File: config.mk
export PLATFORM = sky130hd
export DESIGN_NAME = fetch_queue
export DESIGN_NICKNAME = d
export VERILOG_FILES = /design/src/rtl/fetch_queue.sv
export SDC_FILE = /design/constraint.sdc
export NUM_CORES = 1
export LEC_CHECK = 0
export CAP_MARGIN = 0
export CORE_MARGIN = 4
export CORE_UTILIZATION = 50
export DETAILED_ROUTE_END_ITERATION = 8
export PLACE_DENSITY = 0.73
export SLEW_MARGIN = 20
export SYNTH_ARGS = -nofsm -noshare
export SYNTH_HDL_FRONTEND = slang
export SYNTH_SLANG_ARGS = --single-unit
File: constraint.sdc
create_clock -name clk -period 11.1 [get_ports clk]
set_input_delay 2.22 -clock clk [delete_from_list [all_inputs] [get_ports clk]]
set_output_delay 2.22 -clock clk [all_outputs]
set_load 0.02 [all_outputs]
File: src/rtl/fetch_queue.sv
// fetch_queue: pipelined instruction fetch with prefetch FIFO, redirect flush and stale-response discard.
// Define FETCH_PERF_EN to add saturating perf_fetched/perf_flushed/perf_stall counters.
module fetch_queue #(
  parameter int PC_WIDTH = 32,
  parameter int DATA_WIDTH = 32,
  parameter int DEPTH = 4,
  parameter int MAX_OUTSTANDING = 2,
  parameter logic [PC_WIDTH-1:0] RESET_PC = '0
) (
  input  logic                  clk,
  input  logic                  rst,
  input  logic                  redirect_valid,
  input  logic [PC_WIDTH-1:0]   redirect_pc,
  output logic                  imem_req_valid,
  input  logic                  imem_req_ready,
  output logic [PC_WIDTH-1:0]   imem_req_addr,
  input  logic                  imem_rsp_valid,
  input  logic [DATA_WIDTH-1:0] imem_rsp_data,
  output logic                  out_valid,
  input  logic                  out_ready,
  output logic [PC_WIDTH-1:0]   out_pc,
  output logic [PC_WIDTH-1:0]   out_pc_plus4,
  output logic [DATA_WIDTH-1:0] out_instr
`ifdef FETCH_PERF_EN
  ,
  output logic [31:0]           perf_fetched,
  output logic [31:0]           perf_flushed,
  output logic [31:0]           perf_stall
`endif
);
  localparam int CW = $clog2(DEPTH + 1);
  localparam int PW = $clog2(DEPTH);
  localparam int QW = MAX_OUTSTANDING > 1 ? $clog2(MAX_OUTSTANDING) : 1;
  localparam logic [CW:0] FULL = (CW + 1)'(DEPTH);
  localparam logic [CW-1:0] MAXO = CW'(MAX_OUTSTANDING);
  localparam logic [QW-1:0] QLAST = QW'(MAX_OUTSTANDING - 1);

  logic [PC_WIDTH-1:0]   fetch_pc;
  logic [PC_WIDTH-1:0]   rq [MAX_OUTSTANDING];
  logic [QW-1:0]         rq_wr, rq_rd;
  logic [PC_WIDTH-1:0]   fifo_pc [DEPTH];
  logic [DATA_WIDTH-1:0] fifo_instr [DEPTH];
  logic [PW-1:0]         wr_ptr, rd_ptr;
  logic [CW-1:0]         count, inflight, discard;
  logic [CW:0]           occupancy;
  logic                  req_fire, drop, push, pop, unused_low_bits;

  function automatic logic [QW-1:0] rq_next(input logic [QW-1:0] p);
    return p == QLAST ? '0 : p + 1'b1;
  endfunction

  // Responses still owed to live requests reserve their FIFO slot up front.
  assign occupancy = {1'b0, count} + {1'b0, inflight} - {1'b0, discard};
  assign imem_req_valid = rst && !redirect_valid && inflight < MAXO && occupancy < FULL;
  assign imem_req_addr = fetch_pc;
  assign req_fire = imem_req_valid && imem_req_ready;
  assign drop = imem_rsp_valid && discard != '0;
  assign push = imem_rsp_valid && discard == '0 && !redirect_valid;
  assign pop = out_valid && out_ready && !redirect_valid;
  assign out_valid = count != '0;
  assign out_pc = out_valid ? fifo_pc[rd_ptr] : '0;
  assign out_pc_plus4 = out_valid ? fifo_pc[rd_ptr] + PC_WIDTH'(4) : '0;
  assign out_instr = out_valid ? fifo_instr[rd_ptr] : '0;
  assign unused_low_bits = ^redirect_pc[1:0];

  always_ff @(posedge clk or negedge rst) begin
    if (!rst) begin
      fetch_pc <= RESET_PC;
      rq_wr <= '0;
      rq_rd <= '0;
      wr_ptr <= '0;
      rd_ptr <= '0;
      count <= '0;
      inflight <= '0;
      discard <= '0;
    end else begin
      fetch_pc <= redirect_valid ? {redirect_pc[PC_WIDTH-1:2], 2'b00} : req_fire ? fetch_pc + PC_WIDTH'(4) : fetch_pc;
      inflight <= inflight + CW'(req_fire) - CW'(imem_rsp_valid);
      discard <= redirect_valid ? inflight - CW'(imem_rsp_valid) : discard - CW'(drop);
      if (req_fire) rq_wr <= rq_next(rq_wr);
      if (imem_rsp_valid) rq_rd <= rq_next(rq_rd);
      wr_ptr <= redirect_valid ? '0 : wr_ptr + PW'(push);
      rd_ptr <= redirect_valid ? '0 : rd_ptr + PW'(pop);
      count <= redirect_valid ? '0 : count + CW'(push) - CW'(pop);
    end
  end

  always_ff @(posedge clk) begin
    if (req_fire) rq[rq_wr] <= fetch_pc;
    if (push) begin
      fifo_pc[wr_ptr] <= rq[rq_rd];
      fifo_instr[wr_ptr] <= imem_rsp_data;
    end
  end

`ifdef FETCH_PERF_EN
  function automatic logic [31:0] sat_add(input logic [31:0] a, input logic [31:0] b);
    logic [32:0] s;
    s = {1'b0, a} + {1'b0, b};
    return s[32] ? '1 : s[31:0];
  endfunction

  always_ff @(posedge clk or negedge rst) begin
    if (!rst) begin
      perf_fetched <= '0;
      perf_flushed <= '0;
      perf_stall <= '0;
    end else begin
      perf_fetched <= sat_add(perf_fetched, 32'(pop));
      perf_flushed <= sat_add(perf_flushed, redirect_valid ? 32'(count) + 32'(imem_rsp_valid) : 32'(drop));
      perf_stall <= sat_add(perf_stall, 32'(out_valid && !out_ready));
    end
  end
`endif
endmodule

# --- Word-level counts from Yosys, hierarchy flattened ---
# Memories as Yosys holds them, arrays and structs flattened.
# Cells that the tools add are included.
totals:
  regBits: 47
  ram_bits: 320
  in_bits: 70
  n_memories: 3
mem_list:
  columns: ["name", "words", "width", "rd", "rd_ports_with_merged_regs", "wr", "line_no", "rtl"]
  rows:
  - ["fifo_instr", 4, 32, 1, 0, 1, "42", "logic [DATA_WIDTH-1:0] fifo_instr [DEPTH];"]
  - ["fifo_pc", 4, 32, 1, 0, 1, "41", "logic [PC_WIDTH-1:0] fifo_pc [DEPTH];"]
  - ["rq", 2, 32, 1, 0, 1, "39", "logic [PC_WIDTH-1:0] rq [MAX_OUTSTANDING];"]
classes:
  n_addsub: 14
  magnitude_cmp: 2
  muxes: 15
  n_reduce_logical: 14
ops:
  columns: ["op", "n"]
  rows:
  - ["$mux W32", 5]
  - ["$add A32 B3 Y32 const B", 2]
  - ["$sub A3 B1 Y3", 4]
  - ["$logic_and A1 B1 Y1", 9]
  - ["$add A3 B1 Y3", 2]
  - ["$mux W1", 6]
  - ["$mux W3", 2]
  - ["$reduce_bool A3 Y1", 2]
  - ["$add A2 B1 Y2", 2]
  - ["$add A3 B3 Y4", 1]
  - ["$lt A4 B3 Y1 const B", 1]
  - ["$mux W2", 2]
  - ["$sub A4 B3 Y4", 1]
  - ["$logic_not A3 Y1", 1]
  - ["$lt A3 B2 Y1 const B", 1]
  - ["$add A1 B1 Y1 const B", 2]
  - ["$reduce_bool A2 Y1", 1]
  - ["$logic_not A1 Y1", 1]

# --- Logic depth before layout (Yosys ltp) ---
logic_depth:
  depth_word: 7
  mapped_depth: 16

# --- Worst setup path before layout ---
# Ideal clock, no wire load.
synth_timing:
  path_kind: "input to register"
  start: "input port redirect_valid"
  end: "memory fifo_instr[0][0] (enable)"
  arrival_ns: 6.790
  required_ns: 10.542
  setup_slack_ns: 3.751
  path_stages: 4
  path_buffers: 1
  path_cell_list: "clkbuf_1 -> inv_1 -> nand3_1 -> nor3_1"
synth_between:
  elab_chain_cells: 4
synth_rtl:
  columns: ["item", "line_no", "rtl"]
  rows:
  - ["start, declared", "12", "input logic redirect_valid,"]
  - ["$logic_not A1 Y1", "58", "assign push = imem_rsp_valid && discard == '0 && !redirect_valid;"]
  - ["$logic_and A1 B1 Y1", "58", null]
  - ["$mux W1", "90", "if (push) begin"]
  - ["$mux W1 (implied by the code)", "92", "fifo_instr[wr_ptr] <= imem_rsp_data;"]
  - ["end, declared", "42", null]
# No other way between the ends.

# --- Worst setup path in the final report ---
layout_timing:
  start: "register rd_ptr[0]"
  end: "output port out_pc_plus4[31]"
layout_between:
  elab_chain_cells: 3
layout_rtl:
  columns: ["item", "line_no", "rtl"]
  rows:
  - ["start, declared", "43", "logic [PW-1:0] wr_ptr, rd_ptr;"]
  - ["start signal, assigned", "83", "rd_ptr <= redirect_valid ? '0 : rd_ptr + PW'(pop);"]
  - ["$mem_v2 Z4 W32", null, null]
  - ["$add A32 B3 Y32", "62", "assign out_pc_plus4 = out_valid ? fifo_pc[rd_ptr] + PC_WIDTH'(4) : '0;"]
  - ["$mux W32", "62", null]
  - ["end, declared", "22", "output logic [PC_WIDTH-1:0] out_pc_plus4,"]
# No other way between the ends.

==> out/metrics.csv <==
stage;metric;value;unit
outcome;status;completed;
floorplanning;dieArea;33400;um2
synth;synthFlopType;edfxtp_1;
synth;synth-edff-count;308;
timing;maxSlewHeadroom;33.3;%
setup_path;r2r-end;inflight[2]$_DFF_PN0_;
power_and_ir_drop;p_leak;6.17;nW
setup_path;arrival;4.35;ns
floorplanning;fp.dieH;183;um
setup_path;cpPeakStageDelay;0.84;ns
floorplanning;rows;63;
timing;whs;0.466;ns
run;max_cap_viol_count;0;
grt;antenna_found_initial;0;
synth;synthesis.area;15300;um2
place;pre_cts_ws;4.82;ns
clock_tree;root_buffer;clkbuf_16;
clock_tree;clk_latency;0.53;ns
clock_tree;cts_setup_buffers;0;
grt;grt_pass1_wl;49000;um
setup_path;cp_max_fo;52;
synth;synthArstFlopShare;12.7;%
clock_tree;clock_sinks;353;
detailed_routing;wl_per_cell;20.2;um
synth;synth_cell_type_count;61;
synth;syn_inst;916;
place;gp_congestion;0.755;
timing;final-hold-violation-count;0;
power_and_ir_drop;power_frac_clock;28.0;%
floorplanning;initial_core_util;51.1;%
timing;setup_viol;0;
clock_tree;holdBufCountCts;0;
power_and_ir_drop;pwr-share-comb;33.6;%
synth;synth_xor_area_share;2.87;%
power_and_ir_drop;internal_power;0.00285;W
timing;maxSlewViolCount;0;
floorplanning;fp.dieW;183;um
setup_path;r2r_start;count[1]$_DFF_PN0_;
worst_hold_path;whs_endpoint;rq_rd$_DFFE_PN0P_;
timing;tightest_slew;1.00;ns
place;io_buffer_count;191;
power_and_ir_drop;swShare;31.4;%
setup_path;crit_slowest_cell;buf_4;
detailed_routing;drt_wl_total;31000;um
detailed_routing;drt_iter0_markers;592;
synth;seq_area_frac_synth;68.0;%
setup_path;cp_cell_sequence;buf_4 -> mux4_1 -> and4_1 -> nand4_2 -> nor4_2 -> xnor2_1 -> nor2_1 -> clkdlybuf4s50_1;
floorplanning;io_pins;200;
timing;rsz0062_at_grt;false;
clock_tree;numCtsBuffers;38;
clock_tree;htreeDepth;2;
worst_hold_path;min_path_type;flop to flop;
synth;synth_top_family_by_area;multiplexers;
clock_tree;cts_tree;yes;
setup_path;critPathBufInv;2;
worst_hold_path;whs_path_depth;1;
grt;grt_usage;18.7;%
grt;grt_overflow;0;
power_and_ir_drop;power_switching;0.00130;W
setup_path;r2r_cells;15;
setup_path;critPathKind;flop to primary output;
timing;finalCritPeriodShare;59.2;%
detailed_routing;ant_nets;0;
synth;yosysWarnings;0;
timing;finClkSkew;0.0211;ns
power_and_ir_drop;sequentialPowerShare;38.4;%
final_layout;fin_nets;1206;
power_and_ir_drop;power_density;222;nW/um2
clock_tree;clkTransAtPathRegs;0.06;ns
timing;timing.fmax;152;MHz
setup_path;rrSetupSlack;7.08;ns
final_layout;drive_gt1_share;15.0;%
setup_path;start_kind;flop;
synth;synth_compound_area_share;2.84;%
grt;grt_pass1_vias;8670;
synth;synth-seq-cells;353;
final_layout;area_growth_syn_to_layout;22.1;%
grt;grt_max_degree;63;
setup_path;crit_required;8.88;ns
floorplanning;core;29900;um2
detailed_routing;drc_errors;0;
synth;synthAdderAreaFrac;1.84;%
place;dpl.hpwl;19700;um
synth;synthSimpleGateAreaFrac;9.47;%
detailed_routing;drtPass1Iterations;6;
worst_hold_path;min_from;rq_rd$_DFFE_PN0P_;
synth;syn-mean-instance-area;16.7;um2
timing;tns;0;ns
detailed_routing;detail_route.vias_per_cell;5.53;
setup_path;path_delay_family;buffers and inverters;
clock_tree;cts_resized;0;
setup_path;endpoint_kind;primary output;
clock_tree;cts_buffer_depth;3;
timing;setup_slack;4.53;ns
synth;synthMuxAreaShare;12.1;%
final_layout;diodes;0;
power_and_ir_drop;ir_drop;0.118;mV
detailed_routing;num_vias;8497;
timing;period_needed;6.57;ns
-- how the worst max path moves through the flow --
stage                        startpoint                    endpoint  cells after the start
finish              rd_ptr[0]$_DFF_PN0_            out_pc_plus4[31]                      8
global placement         redirect_valid              imem_req_valid                      6
detailed placement       redirect_valid              imem_req_valid                      6
global route        rd_ptr[0]$_DFF_PN0_            out_pc_plus4[31]                      8
CTS                 rd_ptr[0]$_DFF_PN0_            out_pc_plus4[19]                      6
floorplan                redirect_valid  fifo_instr[0][0]$_DFFE_PP_                      4
-- logic make-up (layout without fill, tap and decap cells) --
logic type | Yosys count | after routing
flip-flops | 353 | 353
AND/OR/NAND/NOR | 251 | 251
multiplexers | 96 | 96
buffers and inverters | 78 | 303
AO/OA/AOI/OAI | 67 | 67
XOR/XNOR | 50 | 50
adder cells (fa/ha/maj) | 20 | 20
other | 1 | 6
-- metrics by stage --
| stage | utilization (%) | total power (W) | instances | instance area, um2 |
|---|---|---|---|---|
| finish | 62.4 | 0.00415 | 1536 | 18600 |
| global route | 62.4 | 0.00436 | 1536 | 18600 |
| CTS | 62.4 | 0.00420 | 1536 | 18600 |
| detailed placement | 58.5 | 0.00303 | 1466 | 17500 |
| global placement | 58.5 | 0.00300 | 1466 | 17500 |
| floorplan | - | 0.00244 | 921 | 15300 |
-- cells in the mapped netlist (6+ instances only) --
master | instances | area [um2]
or4_1 | 6 | 45.0
edfxtp_1 | 308 | 9250
nand3_1 | 18 | 90.1
a211oi_1 | 8 | 60.1
xor2_1 | 12 | 105
and3_1 | 11 | 68.8
nor3_1 | 9 | 45.0
mux4_2 | 44 | 991
dfrtp_1 | 45 | 1130
inv_1 | 26 | 97.6
nand2_1 | 42 | 158
a31oi_1 | 13 | 81.3
nor3_2 | 8 | 80.1
buf_4 | 9 | 67.6
o21ai_0 | 25 | 125
nand4_1 | 8 | 50.1
nor2_1 | 49 | 184
ha_1 | 16 | 200
xnor2_1 | 38 | 333
o31ai_1 | 6 | 45.0
mux2_2 | 31 | 349
or3_1 | 9 | 56.3
nor2b_1 | 6 | 37.5
mux4_1 | 18 | 473
clkbuf_1 | 24 | 90.1
and2_1 | 63 | 394
-- registers in the layout, indices dropped and copies added, names as in the netlist --
name           flops
count              3
fifo_pc          120
inflight           3
rd_ptr             2
fifo_instr       128
wr_ptr             2
rq_rd              1
rq_wr              1
rq                60
discard            3
imem_req_addr     30
-- layer usage --
layer	wire length [um]	GRT usage [%]	vias to the layer above	part of all wire (%)
met1	13800	27.6	4234	44
li1	-	-	3926	-
met2	14500	29.5	288	47
met4	540	4.50	0	1.7
met5	0	0	-	0
met3	2240	3.41	49	7.2
-- worst register-to-register path: stages, from the launching register on --
cell      delay, ns
dfrtp_1        0.41
inv_1          0.12
fa_1           0.56
inv_1          0.05
ha_1           0.27
and3b_1        0.21
nor3_1         0.13
nand3b_1       0.49
a21oi_2        0.43
inv_2          0.17
ha_1           0.30
inv_1          0.05
ha_1           0.13
inv_1          0.05
fa_1           0.37
xor2_1         0.17
-- cell usage in the layout, fill, tap and decap left out, drive strengths merged, types with 19 or more instances in the layout --
master         synthesis  routed
and2                  65      65
clkbuf                29      54
clkdlybuf4s50          0     190
dfrtp                 45      45
edfxtp               308     308
inv                   27      26
mux2                  31      31
mux4                  62      62
nand2                 42      42
nand3                 19      19
nor2                  49      49
o21ai                 25      25
xnor2                 38      38
-- power groups by stage --
| stage | Combinational (W) | Sequential [W] | Clock, W |
|---|---|---|---|
| finish | 0.00140 | 0.00159 | 0.00116 |
| global route | 0.00151 | 0.00160 | 0.00125 |
| CTS | 0.00141 | 0.00159 | 0.00119 |
| detailed placement | 0.00141 | 0.00162 | 0 |
| global placement | 0.00139 | 0.00162 | 0 |
| floorplan | 0.000822 | 0.00161 | 0 |
-- cell type report --
cell class,instances,area (um2)
Fill cell,2226,11200
Sequential cell,353,10400
Multi-Input combinational cell,490,4490
Timing Repair Buffer,206,2020
Clock buffer,54,1040
Tap cell,390,488
Clock inverter,16,121
Inverter,27,101
(Power assumes the default switching activity.)
